## config.mk

```make
export PLATFORM = sky130hd
export DESIGN_NAME = ps2_frame_rx
export DESIGN_NICKNAME = d
export VERILOG_FILES = /design/src/rtl/ps2_frame_rx.sv
export SDC_FILE = /design/constraint.sdc
export NUM_CORES = 1
export LEC_CHECK = 0
export BUFFER_PORTS_ARGS = -buffer_cell sky130_fd_sc_hd__buf_2
export CORE_AREA = 3 3 84 66
export DETAILED_ROUTE_END_ITERATION = 8
export DIE_AREA = 0 0 87 69
export PLACE_DENSITY_LB_ADDON = 0.08
export SLEW_MARGIN = 20
export SYNTH_ARGS = -nofsm -noshare
export SYNTH_HDL_FRONTEND = slang
export SYNTH_SLANG_ARGS = --single-unit
```

## constraint.sdc

```tcl
create_clock -name clk -period 3.2 [get_ports clk]
set_clock_uncertainty 0.05 [all_clocks]
set_input_delay 0.64 -clock clk [delete_from_list [all_inputs] [get_ports clk]]
set_output_delay 0.64 -clock clk [all_outputs]
set_load 0.05 [all_outputs]
```

## src/rtl/ps2_frame_rx.sv

```systemverilog
// PS/2 keyboard frame receiver: synchronizes and debounces the raw lines,
// then decodes 11-bit frames into a two-byte keycode history.
module ps2_frame_rx #(
    parameter int DEBOUNCE_CYCLES = 20,
    parameter int TIMEOUT_CYCLES  = 50000
) (
    input  logic        clk,
    input  logic        rst,
    input  logic        ps2_clk,
    input  logic        ps2_data,
    output logic [15:0] keycode,
    output logic        oflag,
    output logic        parity_err,
    output logic        frame_err
);

    localparam int DW = $clog2(DEBOUNCE_CYCLES + 1);
    localparam int TW = $clog2(TIMEOUT_CYCLES + 1);
    localparam logic [DW-1:0] DB_LAST = DW'(DEBOUNCE_CYCLES - 1);
    localparam logic [TW-1:0] TO_LAST = TW'(TIMEOUT_CYCLES - 1);
    localparam logic [TW-1:0] TO_MAX  = TW'(TIMEOUT_CYCLES);

    typedef enum logic [1:0] {
        IDLE,
        SHIFT,
        PARITY,
        STOP
    } state_t;

    // index 0 = ps2_clk, index 1 = ps2_data
    logic [1:0]    s1_q, s2_q;
    logic [1:0]    filt_q, filt_d;
    logic [DW-1:0] dcnt_q [2];
    logic [DW-1:0] dcnt_d [2];
    logic          fclk_prev_q;

    state_t        state_q, state_d;
    logic [2:0]    bit_q, bit_d;
    logic [7:0]    shift_q, shift_d;
    logic          par_q, par_d;
    logic [TW-1:0] idle_q, idle_d;
    logic [15:0]   kc_q, kc_d;
    logic          oflag_q, oflag_d;
    logic          perr_q, perr_d;
    logic          ferr_q, ferr_d;

    logic          fall;
    logic          din;
    logic          timeout;

    always_comb begin
        for (int i = 0; i < 2; i++) begin
            filt_d[i] = filt_q[i];
            dcnt_d[i] = '0;
            if (s2_q[i] != filt_q[i]) begin
                if (dcnt_q[i] == DB_LAST) begin
                    filt_d[i] = s2_q[i];
                end else begin
                    dcnt_d[i] = dcnt_q[i] + 1'b1;
                end
            end
        end
    end

    assign fall    = fclk_prev_q & ~filt_q[0];
    assign din     = filt_q[1];
    // A falling edge in the same cycle as the limit keeps the frame alive
    assign timeout = (state_q != IDLE) && !fall && (idle_q >= TO_LAST);

    always_comb begin
        state_d = state_q;
        bit_d   = bit_q;
        shift_d = shift_q;
        par_d   = par_q;
        idle_d  = idle_q;
        kc_d    = kc_q;
        oflag_d = 1'b0;
        perr_d  = 1'b0;
        ferr_d  = 1'b0;

        if (state_q == IDLE || fall) begin
            idle_d = '0;
        end else if (idle_q != TO_MAX) begin
            idle_d = idle_q + 1'b1;
        end

        if (timeout) begin
            ferr_d  = 1'b1;
            state_d = IDLE;
            bit_d   = '0;
            idle_d  = '0;
        end else if (fall) begin
            unique case (state_q)
                IDLE: begin
                    if (!din) begin
                        state_d = SHIFT;
                        bit_d   = '0;
                    end
                end
                SHIFT: begin
                    shift_d = {din, shift_q[7:1]};
                    bit_d   = bit_q + 1'b1;
                    if (bit_q == 3'd7) begin
                        state_d = PARITY;
                    end
                end
                PARITY: begin
                    par_d   = din;
                    state_d = STOP;
                end
                STOP: begin
                    if (^{shift_q, par_q} != 1'b1) begin
                        perr_d = 1'b1;
                    end else if (!din) begin
                        ferr_d = 1'b1;
                    end else begin
                        kc_d    = {kc_q[7:0], shift_q};
                        oflag_d = 1'b1;
                    end
                    state_d = IDLE;
                end
                default: state_d = IDLE;
            endcase
        end
    end

    always_ff @(posedge clk or posedge rst) begin
        if (rst) begin
            s1_q        <= 2'b11;
            s2_q        <= 2'b11;
            filt_q      <= 2'b11;
            dcnt_q[0]   <= '0;
            dcnt_q[1]   <= '0;
            fclk_prev_q <= 1'b1;
            state_q     <= IDLE;
            bit_q       <= '0;
            shift_q     <= '0;
            par_q       <= 1'b0;
            idle_q      <= '0;
            kc_q        <= '0;
            oflag_q     <= 1'b0;
            perr_q      <= 1'b0;
            ferr_q      <= 1'b0;
        end else begin
            s1_q        <= {ps2_data, ps2_clk};
            s2_q        <= s1_q;
            filt_q      <= filt_d;
            dcnt_q[0]   <= dcnt_d[0];
            dcnt_q[1]   <= dcnt_d[1];
            fclk_prev_q <= filt_q[0];
            state_q     <= state_d;
            bit_q       <= bit_d;
            shift_q     <= shift_d;
            par_q       <= par_d;
            idle_q      <= idle_d;
            kc_q        <= kc_d;
            oflag_q     <= oflag_d;
            perr_q      <= perr_d;
            ferr_q      <= ferr_d;
        end
    end

    assign keycode    = kc_q;
    assign oflag      = oflag_q;
    assign parity_err = perr_q;
    assign frame_err  = ferr_q;

endmodule

```

==> results.md, run 1 <==
- Status: finished clean
- Worst-case vdd ir drop: 0.392 mV
- Pwr per Cell Area: 496 mW/mm2
- Post-Synth Simple-Gate Area: 0.148
- Antenna violations before repair: 0
- CTS tree: yes
- Worst-skew pair later-pin latency: 0.34 ns
- Critical path fanouts, max: 17
- Adder-cell share of the synthesized area: 0.0408
- Ys Warns: 0
- Post-Syn Area: around 0.003 mm2
- Synthesis-to-layout area growth: 13.4%
- Worst Slack Setup Final: about 0.91 ns
- # nets final: 300
- HPWL after DPL: 3360 um
- # hold bufs at CTS: 0
- Hold Crit Class: in -> async
- GP Congestion: 0.788
- Clock root buffer: clkbuf_8
- Setup crit start kind: flop
- GRT overflow: 0
- R2r endpoint: keycode[10]
- Worst Reg2Reg Path Length in Cells: 4
- Measured slew at the worst slew-check pin: ~0.75 ns
- Final slew viol count: 0
- FFs w/ async S/R, synth: 1.00
- Max Fclk: roughly 440 MHz
- Final setup fails: 0
- Most common cell after layout, fill and taps aside: dfrtp_1
- Post-synthesis compound-gate area fraction: 0.0465
- Die area: 0.00600 mm2
- Antenna violation net count after detailed routing: 0
- Ant diodes: 0
- Combinational family with the most area after synthesis: simple AND/OR/NAND/NOR gates
- Max-Cap Viols: 0
- Detailed-route via count: 1,870
- Iteration-0 DRC Markers: 104
- Final worst path period need: ~2.3 ns
- CTS clk-pin slew, worst paths: 0.07 ns
- Mean Syn Cell Area: between 10 and 15 um2
- Synthesized instance count: 255
- Library cells used by synthesis: 40
- Post-Synth XOR/XNOR Area: 0.0755
- Static leakage: 1.62 nW
- Period utilisation layout: 0.717
- Placed cells: 335
- WL/cell: 14.1 um
- Core ar.: 0.00482 mm2
- Die height: ~69 um
- CP arrival: 2.47 ns
- Post-CTS Setup Repair Bufs: 0
- Largest net degree at the start of global routing: 27
- Placement Setup Slack: 0.894 ns
- First-pass GRT wire length: 8620 um
- Critical Path RT: 3.38 ns
- Post-synth top flop: dfrtp_1
- Most frequent cells in the layout: dfrtp_1, nor2_1, buf_2, xnor2_1
- Non-filler cells, final: 351
- Vias in the first global route: 1,773
- Die X: 87 um
- Worst setup path end: keycode[10]
- CP startpoint: shift_q[3]
- Setup crit end kind: flop
- Reg2Reg Setup Slack: 0.91 ns
- Number of synthesized flops with an enable pin: 0
- Share of layout cells above drive strength 1: 0.271
- Rel. slew slack: 0.486
- Top-Level Pins: 23
- Initial Utilization: 0.636
- Setup TNS: 0 ns
- PostCTS Resize Cnt: 0
- Clock Tree Buf Depth: 2
- Critical path class: reg -> reg
- # H-tree levels: 3
- Final Util: 0.721
- Drt drc: 0
- Final Hold Violating Endpoints: 0
- First drt pass iteration count: 4
- Core Rows: 22
- Num CTS Buffers: 9
- Total GRT Usage: 0.188
- Post-synthesis mux area share: 0.120
- Port buffer count: 22
- Post-Syn Nets: ~270
- Clk sink count: 66
- Sequential-to-total area share from yosys stat: 0.542
- Via-to-Cell Ratio: approximately 5.3
- RSZ-0062 raised after global routing: false
- DRT Wirelength: a little under 5000 um
- Synthesis-stage register bit count: between 60 and 70
- RR Startpoint: shift_q[3]
[where the power goes]
| part | internal, W | switching, W |
|---|---|---|
| registers | 0.000845 | 0.00000614 |
| clock network | 0.000520 | 0.000317 |
| logic | 0.0000112 | 0.0000235 |
| total | 0.00138 | 0.000347 |
[synth_stat cells, drive strengths merged (2+ instances only)]
master,n,area share
o21bai,2,0.0049
o21ai,8,0.013
a21oi,5,0.0082
nand2b,3,0.0061
inv,13,0.016
nand3,10,0.016
nand4,3,0.0061
dfrtp,59,0.48
nand3b,2,0.0049
nor4,3,0.011
mux2,25,0.10
nor3b,3,0.0073
nor2,27,0.033
mux2i,4,0.017
nand2,16,0.020
xor2,2,0.0057
xnor2,19,0.054
ha,10,0.041
buf,3,0.0098
xnor3,2,0.016
o2bb2ai,2,0.0057
nor2b,7,0.014
dfstp,7,0.060
nor3,8,0.013
[stage by stage]
step           hold slack (ns)  total power, W  area [um2]
3_5_place_dp             0.298        0.000901        3230
3_3_place_gp             0.295        0.000901        3230
5_1_grt                  0.240         0.00179        3470
6_report                 0.219         0.00172        3470
4_1_cts                  0.222         0.00175        3470
2_1_floorplan            0.295        0.000890        3060
[flip-flops by register name (all words and copies together) (netlist names), 2 cells and up]
| register | flops |
|---|---|
| bit_q | 3 |
| dcnt_q | 10 |
| filt_q | 2 |
| idle_q | 16 |
| keycode | 16 |
| s1_q | 2 |
| s2_q | 2 |
| shift_q | 8 |
| state_q | 2 |
[metal layers]
metal,GRT usage,share of wire,up-vias
met2,0.259,0.42,36
met3,0.0645,0.050,11
met4,0.0675,0.018,0
met5,0,0,-
met1,0.275,0.51,886
li1,-,-,937
[worst min path at each step]
| stage | endpoint | cells past startpoint | slack [ns] | start |
|---|---|---|---|---|
| final | idle_q[1] | 2 | 0.22 | rst |
| after global routing | idle_q[0] | 2 | 0.24 | rst |
| after CTS | idle_q[1] | 2 | 0.22 | rst |
| after detailed placement | s2_q[0] | 0 | 0.30 | s1_q[0] |
| after global placement | s2_q[0] | 0 | 0.30 | s1_q[0] |
| after floorplan | s2_q[0] | 0 | 0.30 | s1_q[0] |
[critical path, cell delays in order, from the launching register on]
cell and delay, ns:
dfrtp_1 0.43, xor2_1 0.17, xnor3_2 0.44, mux2i_4 0.67, mux2_2 0.41
[logic make-up after synthesis]
logic type      count (synthesis)
compound gates                 22
xor+xnor                       23
fa+ha+maj                      10
buf+inv                        17
flops                          66
mux                            29
simple gates                   88
[final cells by class]
cell class              instances  area (um2)
well taps                      60        75.1
inverters                      13        48.8
flip-flops and latches         66        1660
repair buffers                 24         125
fillers                       341        1340
clock buffers                  10         128
multi-input cells             172        1320
clock inverters                 6         115
(Power assumes the default switching activity.)
==> run 2: changes to the inputs <==
- ABC_AREA: unset -> 1
- CORE_AREA: 3 3 84 66 -> 3 3 94 74
- DIE_AREA: 0 0 87 69 -> 0 0 97 77
- clock period: 3.2 -> 2.1 ns (I/O delays scaled with it)
==> run 2 against run 1 <==
  * Final cell count grew 42%
  * Hold slack worse by 0.11 ns
  * Core utilization is 12 points lower
  * Critical path type unchanged
  * Clock power up 54%
  * Total power is 53% higher
  * Sequential share of layout area fell by 2.7 points
  * Critical path depth is 3 higher
  * Final area increased by 6.0%
  * Area after synthesis is 5.9% higher
  * Routed wire length rose by 19%
==> results.md, run 2 <==
- Num CTS Buffers: 9 (unchanged)
- Cell family with most CP delay: simple AND/OR/NAND/NOR gates (was multiplexers)
- Library cells used by synthesis: 37 (was 40)
- # hold bufs at CTS: 0 (unchanged)
- Status: finished clean (unchanged)
- Crit path cell chain: inv_1 -> nor2_2 -> inv_2 -> nor2_8 -> nand4_4 -> nand2_1 -> nand2_1 (was xor2_1 -> xnor3_2 -> mux2i_4 -> mux2_2)
- Total GRT Usage: 0.176 (was 0.188)
- Post-Syn Nets: 397 (was 269)
- Synthesized instance count: 383 (was 255)
- Clk sink count: 66 (unchanged)
- CP arrival: 2.01 ns (was 2.47 ns)
- RSZ-0062 raised after global routing: false (unchanged)
- Ant diodes: 0 (unchanged)
- Sequential-to-total area share from yosys stat: 0.512 (was 0.542)
- Number of synthesized flops with an enable pin: 0 (unchanged)
- Crit path top cell by count: nand2_1
- Share of layout cells above drive strength 1: 0.163 (was 0.271)
- HPWL after DPL: 4100 um (was 3360 um)
- Critical path fanouts, max: 18 (was 17)
- Rel. slew slack: 0.718 (was 0.486)
- # H-tree levels: 3 (unchanged)
- Core Rows: 25 (was 22)
- Commonest cells post-synth: nand2_1, dfrtp_1, nor2_1, inv_1, nand3_1 (was dfrtp_1, nor2_1, xnor2_1, mux2_2, nand2_1)
- DRT Wirelength: 5870 um (was 4940 um)
- Die area: 0.00747 mm2 (was 0.00600 mm2)
- PostCTS Resize Cnt: 0 (unchanged)
- Most numerous cell in the Yosys netlist: nand2_1 (was dfrtp_1)
- Setup crit end kind: flop (unchanged)
- FFs w/ async S/R, synth: 1.00 (unchanged)
- Hold Crit Class: in -> async (unchanged)
- Top-Level Pins: 23 (unchanged)
- Worst-case vdd ir drop: 0.322 mV (was 0.392 mV)
- Final worst path period need: 1.84 ns (was 2.29 ns)
- Max Fclk: 544 MHz (was 436 MHz)
- Detailed-route via count: 2,450 (was 1,870)
- Setup TNS: 0 ns (unchanged)
- Yosys top cell by area: dfrtp_1 (unchanged)
- Pwr per Cell Area: 716 mW/mm2 (was 496 mW/mm2)
- Static leakage: 1.91 nW (was 1.62 nW)
- R2r endpoint: keycode[5] (was keycode[10])
- First drt pass iteration count: 4 (unchanged)
- Setup crit start kind: flop (unchanged)
- Crit-path max cell delay: 0.51 ns (was 0.67 ns)
- Reg2Reg Setup Slack: 0.26 ns (was 0.91 ns)
- First-pass GRT wire length: 10,600 um (was 8620 um)
- Post-synth top flop: dfrtp_1 (unchanged)
- Synthesis-to-layout area growth: 13.5% (was 13.4%)
- Buf/Inv on CP: 2 (was 0)
- Max-Cap Viols: 0 (unchanged)
- Most common cell after layout, fill and taps aside: nand2_1 (was dfrtp_1)
- Worst Reg2Reg Path Length in Cells: 7 (was 4)
- Clock root buffer: clkbuf_8 (unchanged)
- Final setup fails: 0 (unchanged)
- Crit-path slowest cell: dfstp_2 (was mux2i_4)
- Worst-skew pair later-pin latency: 0.34 ns (about the same)
- Die height: 77 um (was 69 um)
- Share of the synthesized area in the top cell type: 0.455 (was 0.482)
- GP Congestion: 0.829 (was 0.788)
- Measured slew at the worst slew-check pin: 0.422 ns (was 0.754 ns)
- # nets final: 425 (was 300)
- Synthesis-stage register bit count: 66 (unchanged)
- Most frequent cells in the layout: nand2_1, dfrtp_1, nor2_1, inv_1, nand3_1 (was dfrtp_1, nor2_1, buf_2, xnor2_1)
- Antenna violation net count after detailed routing: 0 (unchanged)
- Placement Setup Slack: 0.258 ns (was 0.894 ns)
- Worst Slack Setup Final: 0.261 ns (was 0.907 ns)
- Critical Path RT: 2.27 ns (was 3.38 ns)
- Largest net degree at the start of global routing: 67 (was 27)
- Via-to-Cell Ratio: 4.93 (was 5.33)
- Core ar.: 0.00616 mm2 (was 0.00482 mm2)
- WL/cell: 11.8 um (was 14.1 um)
- Post-Syn Area: 0.00324 mm2 (was 0.00306 mm2)
- Final slew viol count: 0 (unchanged)
- CTS clk-pin slew, worst paths: 0.08 ns (was 0.07 ns)
- Post-CTS Setup Repair Bufs: 0 (unchanged)
- Initial Utilization: 0.526 (was 0.636)
- Top cells by area, synth: dfrtp_1, nand2_1, dfstp_2 (was dfrtp_1, dfstp_2, mux2_2)
- Iteration-0 DRC Markers: 165 (was 104)
- Clock Tree Buf Depth: 2 (unchanged)
- Drt drc: 0 (unchanged)
- Vias in the first global route: 2,238 (was 1,773)
- CTS tree: yes (unchanged)
- Mean Syn Cell Area: 8.47 um2 (was 12.0 um2)
- Ys Warns: 0 (unchanged)
- Port buffer count: 22 (unchanged)
- Antenna violations before repair: 0 (unchanged)
- Final Hold Violating Endpoints: 0 (unchanged)
- Critical path class: reg -> reg (unchanged)
- Die X: 97 um (was 87 um)
- RR Startpoint: fclk_prev_q (was shift_q[3])
- Period utilisation layout: 0.876 (was 0.717)
- GRT overflow: 0 (unchanged)
-- run 2: changes by cell type after synthesis, moves of 7 or more --
| cell | previous run | this run |
|---|---|---|
| nand2_2 | 0 | 7 |
| mux2_2 | 16 | 1 |
| nand2_1 | 16 | 113 |
| nor2_1 | 27 | 39 |
| mux2_4 | 9 | 0 |
| xnor2_1 | 19 | 4 |
| nor2b_1 | 7 | 0 |
| inv_1 | 13 | 37 |
| nand4_1 | 3 | 18 |
| nand3_1 | 10 | 28 |
-- run 2: worst max-delay path by stage --
stage | start | endpoint | slack [ns] | cells past startpoint
floorplan | idle_q[0] | idle_q[9] | 0.52 | 10
finish | fclk_prev_q | keycode[5] | 0.26 | 7
CTS | fclk_prev_q | keycode[5] | 0.24 | 7
global route | fclk_prev_q | keycode[9] | 0.09 | 7
global placement | fclk_prev_q | keycode[11] | 0.27 | 7
detailed placement | fclk_prev_q | keycode[5] | 0.26 | 7
-- run 2: power breakdown --
part	leakage [nW]	switching, W	total (W)	internal (W)
sequential	0.893	0.00000986	0.00130	0.00129
combinational	0.905	0.0000348	0.0000518	0.0000169
clock	0.113	0.000494	0.00129	0.000793
total	1.91	0.000539	0.00264	0.00210
-- run 2: metal layers --
layer	track usage	part of all wire	vias to the layer above
li1	-	-	1282
met1	0.265	0.55	1124
met2	0.242	0.39	37
met3	0.0627	0.046	7
met4	0.0421	0.0095	0
met5	0	0	-
-- run 2: worst register-to-register path, cell delays in order, from the launching register on --
cell and delay [ns]:
dfstp_2 0.51, inv_1 0.04, nor2_2 0.22, inv_2 0.16, nor2_8 0.26, nand4_4 0.28, nand2_1 0.15, nand2_1 0.07
-- run 2: final cells by class --
cell class	instances	area, um2
clock inverter	6	114
fill	557	2480
multi-input combinational	267	1380
clock buffer	10	128
sequential	66	1660
tap	81	101
timing repair buffer	24	138
inverter	43	165
-- run 2: metrics by stage --
step	cells	utilization	hold slack, ns	cell area [um2]	power (W)
final	497	0.597	0.106	3680	0.00264
after global routing	497	0.597	0.106	3680	0.00275
after CTS	497	0.597	0.113	3680	0.00268
after global placement	481	0.558	0.298	3440	0.00138
after detailed placement	481	0.558	0.297	3440	0.00138
after floorplan	383	-	0.295	3250	0.00136
-- run 2: cell families (layout without fill, tap and decap cells) --
kind of cell             after synthesis  after routing  synth area share
AO/OA/AOI/OAI                         25             25            0.0440
XOR/XNOR                               8              8            0.0216
adder cells (fa/ha/maj)               10             10            0.0386
buffers and inverters                 50             83            0.0644
flip-flops                            66             66             0.512
multiplexers                           1              1           0.00347
AND/OR/NAND/NOR                      223            223             0.316
